--- src/rtl/ss_addsub_sched.sv ---
// ss_addsub_sched
// Time-shares one SS_ADDSUB_CONT-style stochastic datapath between NREQ
// requesters. A job is: clear the datapath (CLEAR), let its buffer fill
// (WARM), accumulate the bipolar bitstream for STREAM_LEN cycles (RUN), then
// publish the signed count (FIN). Arbitration is round-robin starting after
// the last served/aborted requester.
//
// Ports
//   CLK      clock, rising edge
//   INIT     asynchronous active-high reset
//   REQ      per-requester job request (level)
//   ABORT    cancel the current job (CLEAR/WARM/RUN only)
//   DP_OUT   datapath stochastic output bit
//   DP_SIGN  datapath sign, 1 = negative
//   GNT      one-hot grant, held for the whole job
//   DP_INIT  datapath clear pulse (CLEAR state)
//   BUSY     high whenever not IDLE
//   DONE     one-cycle completion pulse (FIN state)
//   RESULT   signed bipolar count of the last completed job
module ss_addsub_sched #(
  parameter int NREQ       = 4,
  parameter int WARMUP     = 5,
  parameter int STREAM_LEN = 256,
  parameter int CW         = 10
) (
  input  logic                 CLK,
  input  logic                 INIT,
  input  logic [NREQ-1:0]      REQ,
  input  logic                 ABORT,
  input  logic                 DP_OUT,
  input  logic                 DP_SIGN,
  output logic [NREQ-1:0]      GNT,
  output logic                 DP_INIT,
  output logic                 BUSY,
  output logic                 DONE,
  output logic signed [CW-1:0] RESULT
);

  localparam int IW   = (NREQ > 1) ? $clog2(NREQ) : 1;
  localparam int MAXC = (WARMUP > STREAM_LEN) ? WARMUP : STREAM_LEN;
  localparam int CNTW = $clog2(MAXC + 1);

  // The count is bounded by +/-STREAM_LEN, so this width can never wrap.
  if (CW < $clog2(STREAM_LEN) + 2) begin : g_cw_check
    $error("ss_addsub_sched: CW too small for STREAM_LEN");
  end

  typedef enum logic [2:0] {IDLE, CLEAR, WARM, RUN, FIN} state_t;

  state_t               state;
  logic [CNTW-1:0]      cnt;
  logic [IW-1:0]        last;
  logic [IW-1:0]        gidx;
  logic signed [CW-1:0] acc;

  // Round-robin pick: first requester at or after last+1, wrapping.
  logic [IW-1:0]   win_idx;
  logic [NREQ-1:0] win_gnt;
  always_comb begin
    logic [IW-1:0] idx;
    logic          found;
    win_idx = '0;
    found   = 1'b0;
    idx     = '0;
    for (int k = 1; k <= NREQ; k++) begin
      idx = IW'((int'(last) + k) % NREQ);
      if (!found && REQ[idx]) begin
        found   = 1'b1;
        win_idx = idx;
      end
    end
    win_gnt = {{(NREQ-1){1'b0}}, 1'b1} << win_idx;
  end

  // Bipolar increment for this RUN cycle.
  logic signed [CW-1:0] delta;
  logic signed [CW-1:0] acc_next;
  always_comb begin
    delta = '0;
    if (DP_OUT) delta = DP_SIGN ? {CW{1'b1}} : CW'(1);
    acc_next = acc + delta;
  end

  always_ff @(posedge CLK or posedge INIT) begin
    if (INIT) begin
      state   <= IDLE;
      cnt     <= '0;
      last    <= IW'(NREQ - 1);
      gidx    <= '0;
      acc     <= '0;
      GNT     <= '0;
      DP_INIT <= 1'b0;
      BUSY    <= 1'b0;
      DONE    <= 1'b0;
      RESULT  <= '0;
    end else begin
      case (state)
        IDLE: begin
          // ABORT has no meaning here; a pending request always wins.
          if (|REQ) begin
            state   <= CLEAR;
            gidx    <= win_idx;
            GNT     <= win_gnt;
            DP_INIT <= 1'b1;
            BUSY    <= 1'b1;
            acc     <= '0;
          end
        end
        CLEAR, WARM, RUN: begin
          if (ABORT) begin
            state   <= IDLE;
            GNT     <= '0;
            DP_INIT <= 1'b0;
            BUSY    <= 1'b0;
            last    <= gidx;
          end else begin
            case (state)
              CLEAR: begin
                DP_INIT <= 1'b0;
                acc     <= '0;
                cnt     <= '0;
                state   <= (WARMUP == 0) ? RUN : WARM;
              end
              WARM: begin
                // DP_OUT is still settling; ignore it.
                if (cnt == CNTW'(WARMUP - 1)) begin
                  cnt   <= '0;
                  state <= RUN;
                end else begin
                  cnt <= cnt + 1'b1;
                end
              end
              default: begin
                acc <= acc_next;
                if (cnt == CNTW'(STREAM_LEN - 1)) begin
                  // Include this cycle's bit in the published result.
                  RESULT <= acc_next;
                  DONE   <= 1'b1;
                  state  <= FIN;
                end else begin
                  cnt <= cnt + 1'b1;
                end
              end
            endcase
          end
        end
        FIN: begin
          state <= IDLE;
          GNT   <= '0;
          BUSY  <= 1'b0;
          DONE  <= 1'b0;
          last  <= gidx;
        end
        default: state <= IDLE;
      endcase
    end
  end

endmodule

--- config.mk ---
export PLATFORM = sky130hd
export DESIGN_NAME = ss_addsub_sched
export DESIGN_NICKNAME = d
export VERILOG_FILES = /design/src/rtl/ss_addsub_sched.sv
export SDC_FILE = /design/constraint.sdc
export NUM_CORES = 1
export LEC_CHECK = 0
export ABC_AREA = 1
export ABC_CLOCK_PERIOD_IN_PS = 4600
export CAP_MARGIN = 30
export CORE_MARGIN = 8
export CORE_UTILIZATION = 50
export CTS_CLUSTER_SIZE = 10
export DETAILED_ROUTE_END_ITERATION = 6
export PLACE_DENSITY = 0.78
export SYNTH_ARGS = -nofsm -noshare
export SYNTH_HDL_FRONTEND = slang
export SYNTH_SLANG_ARGS = --single-unit
--- constraint.sdc ---
create_clock -name CLK -period 4.6 [get_ports CLK]
set_input_delay 1.15 -clock CLK [delete_from_list [all_inputs] [get_ports CLK]]
set_output_delay 1.15 -clock CLK [all_outputs]
set_load 0.02 [all_outputs]
==> results_dict.tcl, run 1 <==
set metrics [dict create \
    wire_per_inst_um 13.2 \
    drt_iter0_markers 205 \
    cts_max_level 2 \
    initial_core_util 0.520 \
    p_sw_frac 0.412 \
    synth_area_um2 2660 \
    clkSinkCount 43 \
    cts_root_buf "clkbuf_8" \
    cts_resized 0 \
    nets 412 \
    post-cts-setup-buffer-count 0 \
    postSynthAreaPerCell_um2 7.18 \
    grt_pass1_wl_mm 10.4 \
    max_freq_mhz 324 \
    ys_warn_count 0 \
    viasPerCell 5.22 \
    synth_nets 384 \
    clkPwrFrac 0.236 \
    finalCriticalPeriod_ns 3.08 \
    synth_cell_types 35 \
    power_density_nw_per_um2 488 \
    port_buffers 25 \
    die_area_um2 7900 \
    power.share.combinational 0.419 \
    synth_most_common_cell "nand2_1" \
    fin_crit_sh 0.670 \
    status "finished clean" \
    rsz0062_at_grt "false" \
    p_switching_mw 0.622 \
    grt_max_degree 44 \
    cts_buffers 5 \
    hold_viol_final 0 \
    drc 0 \
    grtUsageTotal 0.167 \
    place.gp.congestion 0.959 \
    cap_violations 0 \
    clkLatencyLatePin_ns 0.31 \
    path_class "in -> reg" \
    cp-start-kind "input pin" \
    drtAntennaViolNets 0 \
    power.total_mw 1.51 \
    arrival_ns 3.29 \
    antenna_found_initial 0 \
    drive_above_1_share 0.0852 \
    cp-end-kind "register" \
    rows 26 \
    netlist_top_cells_count "121 x nand2_1, 52 x inv_1, 41 x dfrtp_1, 36 x nand3_1, 23 x o21ai_0" \
    crit_fanout 14 \
    finalWirelength_mm 6.17 \
    synthToLayoutAreaGrowth_pct 16.7 \
    diodes 0 \
    yosysSeqAreaShare 0.406 \
    synth_cells 370 \
    ys_top_cells_by_area "dfrtp_1 39%, nand2_1 17%, inv_1 7.3%, nand3_1 6.8%, o21ai_0 4.3%" \
    ios 26 \
    ctsHoldBuffers 0 \
    power.leakage_nw 1.59 \
    slew_headroom 0.641 \
    tightestPinTransition_ns 0.538 \
    synthArstFlopShare 1.00 \
    firstDrtPassIters 5 \
    die_h_um 88.9 \
    setup_tns_ns 0 \
    cts_tree "built" \
    yosysTopAreaCellShare 0.386 \
    synth_seq_cells 43 \
    max-clock-path-buffers 2 \
    yosysTopAreaCell "dfrtp_1" \
    report.final.slew_viol_count 0 \
    dp_slack_ns 1.23 \
    hold_path.class "reg -> reg" \
    worst_slack_ns 1.52 \
    critPathRequiredTime_ns 4.80 \
    seq_power_share 0.344 \
    peakVddDrop_mv 0.232 \
    core-area_um2 5110 \
    synthFlopType "dfrtp_1" \
    skew_ns 0.00879 \
    dp_hpwl_mm 4.64 \
    clk_pin_slew_ns 0.08 \
    synth_edf_count 0 \
    grt_pass1_vias 2267 \
    vias 2448 \
    intPower_mw 0.890 \
    dieWidth_um 88.9 \
    setup_violations 0 \
    grt-ovfl-total 0 \
]
## path summary, 6_finish.rpt
kind | endpoint | cells after the start | slack (ns) | startpoint
min in group asynchronous | GNT[1] | 3 | 1.27 | INIT
max in group asynchronous | RESULT[9] | 3 | 2.95 | INIT
worst max register to register | RESULT[4] | 9 | 2.49 | cnt[1]
worst min-delay path | RESULT[1] | 2 | 0.48 | RESULT[1]
worst min register to register | RESULT[1] | 2 | 0.48 | RESULT[1]
worst max-delay path | RESULT[8] | 13 | 1.52 | DP_OUT
## cells by family after synthesis
kind of cell,Yosys count,share of synthesized area
adder cells (fa/ha/maj),5,0.0236
AND/OR/NAND/NOR,205,0.348
AO/OA/AOI/OAI,49,0.108
buffers and inverters,62,0.0947
XOR/XNOR,6,0.0198
flip-flops,43,0.406
## critical path: stages
cell and delay [ns]:
clkdlybuf4s50_1 0.70, nand2_1 0.36, nand2_1 0.14, nand2_1 0.10, ha_1 0.20, inv_1 0.05, nand2_1 0.09, nand2_1 0.09
nand2_1 0.07, nand3_1 0.10, nand3_1 0.10, nand3_1 0.09, nand2_1 0.05
## area by class of cell
type                    count  area [um2]
repair buffers             26         258
clock inverters             3        67.6
inverters                  57         214
clock buffers               5        68.8
fillers                   477        2010
flip-flops and latches     43        1080
multi-input cells         265        1330
well taps                  70        87.6
## layout by cell type (no fill, tap or decap), types with 5 or more instances in the layout
master and instances:
nand2_1 121, inv_1 52, dfrtp_1 41, nand3_1 36
clkdlybuf4s50_1 25, o21ai_0 23, nor2_1 19, nand4_1 8
o21ai_1 8, a21oi_1 6, inv_2 5, ha_1 5
clkbuf_8 5
## metal layers
metal / GRT usage / share of wire / wire length (um)
met1: 0.228 / 0.47 / 2930
met2: 0.252 / 0.44 / 2720
met3: 0.0399 / 0.072 / 447
met4: 0.0538 / 0.012 / 74
met5: 0 / 0 / 0
## power by group through the flow
stage | clock network [mW] | registers [mW] | logic (mW)
after CTS | 0.364 | 0.520 | 0.634
after detailed placement | 0 | 0.526 | 0.631
after global placement | 0 | 0.524 | 0.610
final | 0.357 | 0.521 | 0.634
after global routing | 0.379 | 0.531 | 0.714
after floorplan | 0 | 0.528 | 0.472
## metrics by stage
step	std cells	util	cell area (um2)	hold WS, ns
after floorplan	370	-	2660	0.457
after global placement	461	0.580	2960	0.456
after detailed placement	461	0.580	2960	0.462
after CTS	469	0.607	3100	0.485
after global routing	469	0.607	3100	0.498
final	469	0.607	3100	0.478
## flip-flops by register name, indices dropped and copies added (netlist names)
name,cells
state,3
RESULT,10
DP_INIT,1
BUSY,1
GNT,4
gidx,2
DONE,1
last,2
cnt,9
acc,10
No activity file was read; power rests on OpenSTA's default activity.
==> run 2, diff against run 1 <==
ABC_CLOCK_PERIOD_IN_PS = 3100   (was 4600)
clock period = 3.1 ns   (was 4.6 ns; I/O delays follow)
==> run 2 against run 1 <==
  * Cell count grew 0.85%
  * Register-to-register slack lost 1.4 ns
  * Sequential power grew 48%
  * Global-route usage shrank 0.18 points
  * Total power grew 37%
  * Core utilization shrank 0.29 points
  * First-iteration DRC count shrank 17%
  * Sequential share of layout area grew 0.17 points
  * Non-clock buffer count grew 4
  * Worst setup slack lost 0.78 ns
  * Die area is the same
  * Critical endpoint is now acc[7]
  * Highest routed layer unchanged
==> results_dict.tcl, run 2 (synthesis results as in run 1) <==
set metrics [dict create \
    skew_ns 0.00553 \
    firstDrtPassIters 5 \
    power.total_mw 2.07 \
    status "finished clean" \
    antenna_found_initial 0 \
    top_regs "RESULT x10, acc x10, cnt x9" \
    cts_max_level 2 \
    clk_pin_slew_ns 0.08 \
    dp_slack_ns 0.474 \
    synthToLayoutAreaGrowth_pct 16.2 \
    nets 416 \
    core-area_um2 5110 \
    viasPerCell 5.29 \
    final_cell_mix "121 x nand2_1, 52 x inv_1, 41 x dfrtp_1" \
    dieWidth_um 88.9 \
    drive_above_1_share 0.0918 \
    cp-startpoint "DP_OUT" \
    post-cts-setup-buffer-count 0 \
    finalCriticalPeriod_ns 2.37 \
    cp-end-kind "register" \
    crit_fanout 8 \
    final_common_cell "nand2_1" \
    power_density_nw_per_um2 671 \
    max-clock-path-buffers 2 \
    critPathRequiredTime_ns 3.27 \
    path_class "in -> reg" \
    r2r-start "cnt[0]" \
    dp_hpwl_mm 4.61 \
    setup_tns_ns 0 \
    tightestPinTransition_ns 0.490 \
    peakVddDrop_mv 0.413 \
    wire_per_inst_um 12.6 \
    hold_path.class "reg -> reg" \
    place.gp.congestion 0.966 \
    die_h_um 88.9 \
    drc 0 \
    cts_buffers 5 \
    cap_violations 0 \
    drt_iter0_markers 171 \
    vias 2503 \
    grt_pass1_vias 2352 \
    worst_hold_startpoint "RESULT[1]" \
    fin_crit_sh 0.764 \
    cp-start-kind "input pin" \
    finalWirelength_mm 5.96 \
    grt-ovfl-total 0 \
    drtAntennaViolNets 0 \
    port_buffers 25 \
    grtUsageTotal 0.165 \
    die_area_um2 7900 \
    max_freq_mhz 422 \
    worst_slack_ns 0.732 \
    grt_pass1_wl_mm 10.3 \
    grt_max_degree 22 \
    cts_root_buf "clkbuf_8" \
    arrival_ns 2.54 \
    diodes 0 \
    clkLatencyLatePin_ns 0.29 \
    cts_resized 0 \
    initial_core_util 0.520 \
    setup_violations 0 \
    power.leakage_nw 1.60 \
    slew_headroom 0.673 \
    clkSinkCount 43 \
    ios 26 \
    cts_tree "built" \
    rows 26 \
    hold_viol_final 0 \
    report.final.slew_viol_count 0 \
    rsz0062_at_grt "false" \
    ctsHoldBuffers 0 \
]
run 2: cell types whose count changed in the layout (fill, tap and decap cells not counted):
| cell | before | now |
|---|---|---|
| clkinvlp_4 | 1 | 0 |
| buf_4 | 1 | 5 |
| clkbuf_1 | 0 | 1 |
| clkbuf_8 | 5 | 6 |
| clkinv_2 | 0 | 1 |
| bufinv_16 | 2 | 0 |
run 2: final timing paths:
kind | end | slack, ns | depth (start not counted)
max | acc[7] | 0.73 | 13
max in group asynchronous | cnt[0] | 1.64 | 3
max reg2reg | RESULT[4] | 1.08 | 9
min reg2reg | RESULT[1] | 0.48 | 2
min in group asynchronous | acc[3] | 0.80 | 2
min | RESULT[1] | 0.48 | 2
run 2: area by class of cell:
cell class	instances	area, um2
Clock buffer	7	86.3
Clock inverter	1	5.00
Fill cell	496	2020
Inverter	57	214
Multi-Input combinational cell	265	1330
Sequential cell	43	1080
Tap cell	70	87.6
Timing Repair Buffer	30	288
run 2: worst max-delay path, cell delays in order:
cell and delay [ns]:
clkdlybuf4s50_1 0.53, nand2_1 0.19, buf_4 0.22, nand2_1 0.06, nand2_1 0.09, inv_1 0.08
nand2_1 0.08, nor2_1 0.11, nand2_1 0.09, nand2_1 0.09, nand2_1 0.06, nand3_1 0.06
o21ai_0 0.08
run 2: per-stage QoR:
stage | cell area (um2) | std cells | util | hold slack, ns
after floorplan | 2660 | 370 | - | 0.457
after global placement | 2990 | 465 | 0.586 | 0.456
after detailed placement | 2990 | 465 | 0.586 | 0.461
after CTS | 3090 | 473 | 0.604 | 0.481
after global routing | 3090 | 473 | 0.604 | 0.514
final | 3090 | 473 | 0.604 | 0.480
run 2: report_power, final:
| part | internal (mW) | leakage, nW | switching [mW] |
|---|---|---|---|
| clock network | 0.180 | 0.0482 | 0.184 |
| logic | 0.329 | 0.977 | 0.608 |
| registers | 0.675 | 0.570 | 0.0961 |
| total | 1.18 | 1.60 | 0.888 |
run 2: routing by layer:
layer	vias to the layer above	track usage	routed length [um]	part of all wire
li1	1253	-	-	-
met1	1160	0.222	2910	0.49
met2	72	0.252	2580	0.43
met3	18	0.0390	366	0.061
met4	0	0.0584	106	0.018
met5	-	0	0	0
